## src/rtl/fust_m_sched.sv

```systemverilog
// rtl/fust_m_sched.sv - matrix-unit issue scheduler for the tensor-core FU status table
// Per-entry FREE/WAIT/READY/EXEC/DONE tracking, round-robin issue, oldest-first writeback.
module fust_m_sched #(
  parameter int NENT  = 4,
  parameter int TAG_W = 3,
  parameter int RD_W  = 5,
  parameter int LAT   = 4
) (
  input  logic                    CLK,
  input  logic                    RST,
  input  logic                    disp_valid,
  output logic                    disp_ready,
  input  logic [RD_W-1:0]         disp_rd,
  input  logic [TAG_W-1:0]        disp_t1,
  input  logic [TAG_W-1:0]        disp_t2,
  input  logic                    disp_spec,
  input  logic                    cdb_valid,
  input  logic [TAG_W-1:0]        cdb_tag,
  input  logic                    resolve,
  input  logic                    flush,
  input  logic                    mu_ready,
  output logic                    mu_start,
  output logic [$clog2(NENT)-1:0] mu_entry,
  output logic                    wb_valid,
  output logic [RD_W-1:0]         wb_rd,
  input  logic                    wb_ready,
  output logic [NENT-1:0]         busy
);
  localparam int IW = $clog2(NENT);
  localparam int CW = (LAT > 1) ? $clog2(LAT) : 1;

  typedef enum logic [2:0] {S_FREE, S_WAIT, S_READY, S_EXEC, S_DONE} st_t;

  st_t              st_q [NENT];
  st_t              st_d [NENT];
  logic [RD_W-1:0]  rd_q [NENT];
  logic [RD_W-1:0]  rd_d [NENT];
  logic [TAG_W-1:0] t1_q [NENT];
  logic [TAG_W-1:0] t1_d [NENT];
  logic [TAG_W-1:0] t2_q [NENT];
  logic [TAG_W-1:0] t2_d [NENT];
  logic [IW-1:0]    age_q [NENT];
  logic [IW-1:0]    age_d [NENT];
  logic [NENT-1:0]  spec_q, spec_d, leave;
  logic [IW-1:0]    rr_q, rr_d;
  logic [CW-1:0]    cnt_q, cnt_d;

  logic             cdb_hit, alloc_any, g_found, wb_found, exec_busy, exec_spec, fin, disp_fire;
  logic [IW-1:0]    alloc_idx, grant, wb_idx, idx, stay_cnt, dec;
  logic [TAG_W-1:0] nt1, nt2;

  always_comb begin
    cdb_hit   = cdb_valid && (cdb_tag != '0);
    alloc_any = 1'b0;
    alloc_idx = '0;
    g_found   = 1'b0;
    grant     = '0;
    idx       = '0;
    wb_found  = 1'b0;
    wb_idx    = '0;
    exec_busy = 1'b0;
    exec_spec = 1'b0;
    busy      = '0;
    leave     = '0;
    stay_cnt  = '0;
    for (int i = NENT - 1; i >= 0; i--) begin
      if (st_q[i] == S_FREE) begin
        alloc_any = 1'b1;
        alloc_idx = IW'(i);
      end
    end
    for (int k = 0; k < NENT; k++) begin
      idx = rr_q + IW'(k);
      if (!g_found && st_q[idx] == S_READY) begin
        g_found = 1'b1;
        grant   = idx;
      end
    end
    // DONE entries carry their rank in completion order; rank 0 is the oldest
    for (int i = 0; i < NENT; i++) begin
      busy[i] = (st_q[i] != S_FREE);
      if (st_q[i] == S_EXEC) begin
        exec_busy = 1'b1;
        exec_spec = spec_q[i];
      end
      if (st_q[i] == S_DONE && (!wb_found || age_q[i] < age_q[wb_idx])) begin
        wb_found = 1'b1;
        wb_idx   = IW'(i);
      end
    end
    for (int i = 0; i < NENT; i++) begin
      leave[i] = (st_q[i] == S_DONE) &&
                 ((wb_ready && wb_found && wb_idx == IW'(i)) || (flush && spec_q[i]));
      if (st_q[i] == S_DONE && !leave[i]) stay_cnt = stay_cnt + 1'b1;
    end
    disp_ready = alloc_any;
    mu_start   = !exec_busy && mu_ready && g_found && !(flush && spec_q[grant]);
    mu_entry   = mu_start ? grant : '0;
    wb_valid   = wb_found;
    wb_rd      = wb_found ? rd_q[wb_idx] : '0;
    disp_fire  = disp_valid && alloc_any && !(flush && disp_spec);
    fin        = exec_busy && (cnt_q == '0) && !(flush && exec_spec);
    nt1        = (cdb_hit && disp_t1 == cdb_tag) ? '0 : disp_t1;
    nt2        = (cdb_hit && disp_t2 == cdb_tag) ? '0 : disp_t2;
  end

  always_comb begin
    dec = '0;
    for (int i = 0; i < NENT; i++) begin
      st_d[i]   = st_q[i];
      rd_d[i]   = rd_q[i];
      t1_d[i]   = t1_q[i];
      t2_d[i]   = t2_q[i];
      age_d[i]  = age_q[i];
      spec_d[i] = spec_q[i];
      case (st_q[i])
        S_FREE: begin
          if (disp_fire && alloc_idx == IW'(i)) begin
            st_d[i]   = (nt1 == '0 && nt2 == '0) ? S_READY : S_WAIT;
            rd_d[i]   = disp_rd;
            t1_d[i]   = nt1;
            t2_d[i]   = nt2;
            spec_d[i] = disp_spec;
          end
        end
        S_WAIT: begin
          if (t1_q[i] == '0 && t2_q[i] == '0) st_d[i] = S_READY;
          else if (cdb_hit) begin
            if (t1_q[i] == cdb_tag) t1_d[i] = '0;
            if (t2_q[i] == cdb_tag) t2_d[i] = '0;
          end
        end
        S_READY: if (mu_start && grant == IW'(i)) st_d[i] = S_EXEC;
        S_EXEC: begin
          if (cnt_q == '0) begin
            st_d[i]  = S_DONE;
            age_d[i] = stay_cnt;
          end
        end
        S_DONE: begin
          if (leave[i]) st_d[i] = S_FREE;
          else begin
            dec = '0;
            for (int j = 0; j < NENT; j++)
              if (leave[j] && age_q[j] < age_q[i]) dec = dec + 1'b1;
            age_d[i] = age_q[i] - dec;
          end
        end
        default: st_d[i] = S_FREE;
      endcase
      if (resolve) spec_d[i] = 1'b0;
      if (flush && spec_q[i] && st_q[i] != S_FREE) begin
        st_d[i]   = S_FREE;
        spec_d[i] = 1'b0;
      end
    end
    rr_d = mu_start ? grant + 1'b1 : rr_q;
    if (mu_start) cnt_d = CW'(LAT - 1);
    else if (exec_busy && !(flush && exec_spec) && cnt_q != '0) cnt_d = cnt_q - 1'b1;
    else cnt_d = '0;
  end

  always_ff @(posedge CLK) begin
    if (RST) begin
      for (int i = 0; i < NENT; i++) begin
        st_q[i]  <= S_FREE;
        rd_q[i]  <= '0;
        t1_q[i]  <= '0;
        t2_q[i]  <= '0;
        age_q[i] <= '0;
      end
      spec_q <= '0;
      rr_q   <= '0;
      cnt_q  <= '0;
    end else begin
      for (int i = 0; i < NENT; i++) begin
        st_q[i]  <= st_d[i];
        rd_q[i]  <= rd_d[i];
        t1_q[i]  <= t1_d[i];
        t2_q[i]  <= t2_d[i];
        age_q[i] <= age_d[i];
      end
      spec_q <= spec_d;
      rr_q   <= rr_d;
      cnt_q  <= cnt_d;
    end
  end
endmodule

```

## config.mk

```make
export PLATFORM = sky130hd
export DESIGN_NAME = fust_m_sched
export DESIGN_NICKNAME = d
export VERILOG_FILES = /design/src/rtl/fust_m_sched.sv
export SDC_FILE = /design/constraint.sdc
export NUM_CORES = 1
export LEC_CHECK = 0
export CORE_MARGIN = 2
export CORE_UTILIZATION = 55
export CTS_CLUSTER_DIAMETER = 150
export CTS_CLUSTER_SIZE = 8
export DETAILED_ROUTE_END_ITERATION = 8
export PLACE_DENSITY_LB_ADDON = 0.25
export SLEW_MARGIN = 20
export SYNTH_ARGS = -nofsm -noshare
export SYNTH_HDL_FRONTEND = slang
export SYNTH_SLANG_ARGS = --single-unit
```

## constraint.sdc

```tcl
create_clock -name CLK -period 5.6 [get_ports CLK]
set_clock_uncertainty 0.2 [all_clocks]
set_input_delay 0.84 -clock CLK [delete_from_list [all_inputs] [get_ports CLK]]
set_output_delay 0.84 -clock CLK [all_outputs]
set_load 0.01 [all_outputs]
```

==> flow_metrics.py, run 1 <==
metrics = {
    "outcome": {
        "run_status": "completed",
    },
    "yosys": {
        "synth.distinct_cells": 68,
        "ys_warn_count": 0,
        "syn_inst": 691,
        "synth_area_leader_cell": "dfxtp_1",
        "synth_ff_type": "dfxtp_1",
        "netlist_top_cells_area": "dfxtp_1 19%, edfxtp_1 11%, ha_1 7.8%, nand2_1 5.5%, a21oi_1 4.6%",
        "synth_most_common_cell": "nand2_1",
        "async_reset_ff_frac": 0,
        "syn_area_um2": 5600,
        "synth.avg_cell_area_um2": 8.11,
        "synth_seq_cells": 74,
        "yosysSeqAreaShare": 0.300,
        "synth_top_area_share": 0.193,
        "synth_commonest_cells": "82 x nand2_1, 58 x nor2_1, 54 x dfxtp_1, 52 x a21oi_1, 37 x inv_1",
        "synth_edf_count": 20,
        "syn-num-nets": 749,
    },
    "setup_path": {
        "r2r_cells": 29,
        "end_kind": "output pin",
        "crit_required_ns": 4.56,
        "arrival_ns": 4.50,
        "cp_max_fo": 6,
        "start_kind": "flop",
        "criticalPathCategory": "reg2out",
    },
    "timing": {
        "worst_pin_slew_ns": 1.16,
        "setup_ws_ns": 0.0610,
        "slew-limit-headroom": 0.224,
        "hold_viol": 0,
        "maxSlewViolCount": 0,
        "period_share": 0.989,
        "fin_crit_ns": 5.54,
        "timing.fmax_mhz": 181,
        "rsz0062_at_grt": "yes",
        "tns_ns": 0,
        "finalSetupViolCount": 0,
    },
    "die": {
        "pin_count": 37,
        "initial_core_util": 0.571,
        "rows": 36,
        "core_um2": 9820,
        "die_width_um": 105,
        "fp.dieH_um": 105,
        "die-area_um2": 11000,
    },
    "layout": {
        "layoutNonFillerInstCount": 870,
        "area_growth_pct": 15.8,
        "n_antenna_cell": 0,
        "fin_util": 0.661,
        "drive_above_1_share": 0.115,
        "fin_nets": 790,
    },
    "routing": {
        "ant_nets": 0,
        "wl_um": 16200,
        "viasPerCell": 6.34,
        "drc_errors": 0,
        "dr_total_vias": 5517,
        "wl_per_cell_um": 18.6,
        "drt_iter0_markers": 359,
        "dr.pass1.iters": 5,
    },
    "clock_tree": {
        "clockBufferDepth": 2,
        "hold_buffers": 0,
        "cts_tree": "yes",
        "cts_inserted_buffers": 9,
        "cts.sinks": 74,
        "h-tree-depth": 3,
        "root_buffer": "clkbuf_8",
        "worstSkewPairLatency_ns": 0.37,
        "clk_pin_slew_ns": 0.10,
    },
    "global_routing": {
        "grt_usage": 0.290,
        "antenna_found_initial": 0,
        "grt_pass1_vias": 5411,
        "overflow": 0,
        "grt_first_pass_wirelength_um": 25900,
        "grt_max_degree": 30,
    },
    "worst_hold_path": {
        "hold_class": "reg2reg",
        "holdPathStages": 2,
    },
    "power": {
        "power_density_nw_per_um2": 201,
        "ir_drop_v": 0.000172,
        "p_leak_nw": 2.46,
    },
    "placed_design": {
        "io_buffers": 36,
        "dp_slack_ns": 0.0118,
        "place_congestion": 0.973,
        "dp_hpwl_um": 11900,
        "place_inst": 849,
    },
    "run": {
        "drv_cap": 0,
    },
}
[worst max-delay path, stage by stage (launching register included)]
cell and delay (ns):
dfxtp_1 0.34, inv_1 0.07, ha_1 0.35, nor2b_1 0.16, o21ai_1 0.19, nand2_2 0.14, nor2_2 0.12, a21oi_2 0.05
ha_1 0.30, o22ai_1 0.18, nand2_1 0.11, nand2_2 0.12, a21oi_2 0.07, ha_1 0.23, a311oi_2 0.32, inv_2 0.06
a31oi_2 0.17, o21a_2 0.22, buf_6 0.14, buf_4 0.12, a21oi_1 0.05, a221oi_2 0.23, nor2_1 0.06, dlygate4sd2_1 0.32
[power breakdown]
group | internal [mW] | switching, mW | total [mW]
Sequential | 0.573 | 0.0202 | 0.593
Combinational | 0.0832 | 0.117 | 0.200
Clock | 0.295 | 0.218 | 0.513
Total | 0.951 | 0.355 | 1.31
[placed cells by master (no fill, tap or decap), types with 5 or more instances in the layout]
cell,count
clkdlybuf4s50_1,31
or4_1,9
nor2_1,56
inv_2,6
nand2_1,80
a221oi_1,6
or2_2,7
o21ai_1,6
a211oi_1,8
nand3_1,16
ha_1,34
o21a_1,7
a21oi_1,50
o21ai_0,12
xor2_1,16
inv_1,37
buf_4,21
xnor2_1,26
a41oi_1,5
nor3_1,19
mux2i_1,13
nor3b_1,8
dfxtp_1,54
edfxtp_1,20
clkbuf_8,9
and2_1,28
or3_1,16
a31oi_1,6
o31ai_1,9
nand2b_1,6
nor3b_2,5
[metrics by stage]
| step | hold slack (ns) | power (mW) | instance area (um2) |
|---|---|---|---|
| CTS | 0.287 | 1.31 | 6400 |
| finish | 0.287 | 1.31 | 6490 |
| global route | 0.313 | 1.35 | 6490 |
| global placement | 0.265 | 0.794 | 6140 |
| floorplan | 0.251 | 0.729 | 5600 |
| detailed placement | 0.277 | 0.799 | 6140 |
[worst paths after layout]
check	from	end	slack, ns
worst min register to register	t1_q[1][0]	t1_q[1][0]	0.29
worst min-delay path	t1_q[1][0]	t1_q[1][0]	0.29
worst max register to register	age_q[1][1]	age_q[0][1]	0.23
worst max-delay path	age_q[1][1]	wb_rd[3]	0.06
[state kept, by name, indices dropped and copies added, names as in the netlist, named ones only]
signal,cells
rd_q,20
rr_q,2
st_q,12
cnt_q,2
t1_q,12
spec_q,4
age_q,8
t2_q,12
[layer usage]
layer  track usage  vias up  part of all wire
met5             0        -                 0
met4         0.145        0             0.040
met3        0.0543       62             0.067
met2         0.485      242              0.48
met1         0.357     2639              0.42
li1              -     2574                 -
[final cells by class]
cell class	count	area, um2
clock inverters	7	118
well taps	133	166
clock buffers	9	124
multi-input cells	545	3710
flip-flops and latches	74	1680
fillers	857	3330
repair buffers	59	528
inverters	43	161
[kinds of logic (layout without fill, tap and decap cells)]
| kind of cell | after synthesis | after routing | share of synthesized area |
|---|---|---|---|
| adders and majority gates | 35 | 35 | 0.0782 |
| buffers and inverters | 72 | 118 | 0.0502 |
| and+or+nand+nor | 290 | 290 | 0.272 |
| DFF | 74 | 74 | 0.300 |
| muxes | 18 | 18 | 0.0373 |
| AOI/OAI and AO/OA | 160 | 160 | 0.196 |
| xor gates and xnor gates | 42 | 42 | 0.0657 |
[what timing repair did]
action,in CTS,in global routing
endpoints found under the setup margin,6,11
setup buffers,1,3
pin swaps,1,7
gates cloned,0,1
resized for setup,7,19
Note: power is estimated with default switching activity, not from simulation.
==> run 2, diff against run 1 <==
clock period = 5 ns   (was 5.6 ns; I/O delays follow)
==> flow_metrics.py, run 2 (same netlist as run 1, synthesis figures left out) <==
metrics = {
    "timing": {
        "slew-limit-headroom": 0.350,
        "period_share": 1.05,
        "worst_pin_slew_ns": 0.968,
        "tns_ns": -0.640,
        "fin_hold_ws_ns": 0.281,
        "finalSetupViolCount": 6,
        "maxSlewViolCount": 0,
        "rsz0062_at_grt": "yes",
        "fin_crit_ns": 5.27,
        "setup_ws_ns": -0.270,
        "timing.fmax_mhz": 190,
        "hold_viol": 0,
    },
    "global_routing": {
        "antenna_found_initial": 0,
        "top_usage_layer": "met2",
        "grt_max_degree": 52,
        "grt_pass1_vias": 5526,
        "grt_usage": 0.311,
        "overflow": 0,
        "grt_util_met1": 0.398,
        "grt_first_pass_wirelength_um": 27300,
        "grtUsageMet3": 0.0462,
        "met2_usage": 0.519,
    },
    "die": {
        "initial_core_util": 0.571,
        "die_width_um": 105,
        "die-area_um2": 11000,
        "fp.dieH_um": 105,
        "pin_count": 37,
        "rows": 36,
        "core_um2": 9820,
    },
    "setup_path": {
        "r2r_slack_ns": -0.27,
        "critPathSlowestCell": "dfxtp_2",
        "reg2reg_from": "age_q[1][1]",
        "arrival_ns": 5.31,
        "cp_max_fo": 4,
        "criticalPathCategory": "reg2reg",
        "end_kind": "flop",
        "crit_required_ns": 5.04,
        "r2r_cells": 31,
        "worstReg2RegEnd": "age_q[1][1]",
        "slowest_delay_ns": 0.37,
        "start_kind": "flop",
    },
    "layout": {
        "largest_reg_flops": 20,
        "layout_commonest_cell": "nand2_1",
        "drive_above_1_share": 0.216,
        "largest-register": "rd_q",
        "area_growth_pct": 25.4,
        "n_antenna_cell": 0,
        "fin_area_um2": 7020,
        "fill_cells": 739,
        "layout_common_cells": "76 x nand2_1, 57 x buf_4, 55 x nor2_1",
        "fin_util": 0.715,
        "fin_nets": 827,
    },
    "power": {
        "p_seq_frac": 0.462,
        "power_density_nw_per_um2": 203,
        "p_sw_mw": 0.408,
        "p_leak_nw": 2.69,
        "swShare": 0.285,
        "ir_drop_v": 0.000207,
        "combinationalPowerShare": 0.168,
        "p_clk_frac": 0.370,
        "p_int_mw": 1.02,
    },
    "clock_tree": {
        "worstSkewPairLatency_ns": 0.37,
        "clockBufferDepth": 2,
        "cts.sinks": 74,
        "cts_inserted_buffers": 9,
        "root_buffer": "clkbuf_8",
        "clk_pin_slew_ns": 0.10,
        "h-tree-depth": 3,
        "cts_tree": "yes",
    },
    "run": {
        "drv_cap": 0,
    },
    "routing": {
        "dr_total_vias": 5828,
        "wl_per_cell_um": 20.1,
        "drc_errors": 0,
        "ant_nets": 0,
        "dr.pass1.iters": 6,
        "drt_iter0_markers": 772,
        "wl_um": 18200,
        "viasPerCell": 6.43,
    },
    "worst_hold_path": {
        "holdPathStages": 2,
        "holdPathEnd": "t2_q[2][1]",
        "min-delay-start": "t2_q[2][1]",
        "hold_class": "reg2reg",
    },
    "placed_design": {
        "io_buffers": 36,
        "placed_area_um2": 6320,
        "dp_hpwl_um": 12200,
        "dp_slack_ns": -0.212,
        "place_congestion": 0.923,
    },
    "outcome": {
        "violations": "setup timing",
        "run_status": "finished with violations",
    },
}
## run 2: cell types whose count changed in the layout (fill, tap and decap cells not counted), moves of 4 or more
cell | previous run | this run
buf_4 | 21 | 57
ha_1 | 34 | 26
ha_2 | 1 | 6
nand2_1 | 80 | 76
xnor2_1 | 26 | 22
xnor2_2 | 0 | 4
## run 2: critical path, delay by kind of cell, from the launching register on
kind,cells,cell delay [ns]
mux,1,0.22
flops,1,0.37
fa+ha+maj,5,1.02
compound gates,10,1.49
xor+xnor,2,0.28
buf+inv,5,0.49
simple gates,8,1.02
## run 2: power by group through the flow
stage	Clock, mW	Combinational (mW)	Sequential, mW
after global routing	0.550	0.259	0.663
after floorplan	0	0.151	0.666
after global placement	0	0.221	0.673
final	0.528	0.240	0.660
after CTS	0.530	0.232	0.660
after detailed placement	0	0.228	0.674
## run 2: final cells by class
cell class                 count  area, um2  share of cell area
timing repair buffer          96        801               0.114
clock inverter                 7       93.8              0.0134
inverter                      43        164              0.0233
clock buffer                   9        124              0.0176
multi-input combinational    545       3990               0.568
sequential                    74       1690               0.240
tap                          133        166              0.0237
## run 2: how the worst max path moves through the flow
stage | start | endpoint | slack, ns | cells past startpoint
2_1_floorplan | age_q[1][1] | age_q[3][1] | 0.006 | 29
3_5_place_dp | age_q[1][1] | age_q[3][1] | -0.21 | 27
6_report | age_q[1][1] | age_q[1][1] | -0.27 | 31
3_3_place_gp | age_q[1][1] | age_q[0][1] | -0.007 | 27
4_1_cts | age_q[0][1] | age_q[3][1] | -0.04 | 26
5_1_grt | age_q[1][1] | age_q[1][1] | -0.33 | 31
## run 2: timing repair
| action | 4_1_cts | 5_1_grt |
|---|---|---|
| hold buffers | 0 | 0 |
| endpoints found under the setup margin | 10 | 13 |
| resized for setup | 33 | 42 |
| pin swaps | 13 | 20 |
| buffers inserted | 20 | 11 |
## run 2: per-stage QoR
step | power, mW | std cells
final | 1.43 | 907
after global routing | 1.47 | 907
after floorplan | 0.818 | 691
after detailed placement | 0.901 | 860
after CTS | 1.42 | 896
after global placement | 0.894 | 860
## run 2: layer usage
metal / vias to the layer above / part of all wire
li1: 2652 / -
met1: 2758 / 0.39
met2: 340 / 0.48
met3: 78 / 0.091
met4: 0 / 0.040
met5: - / 0
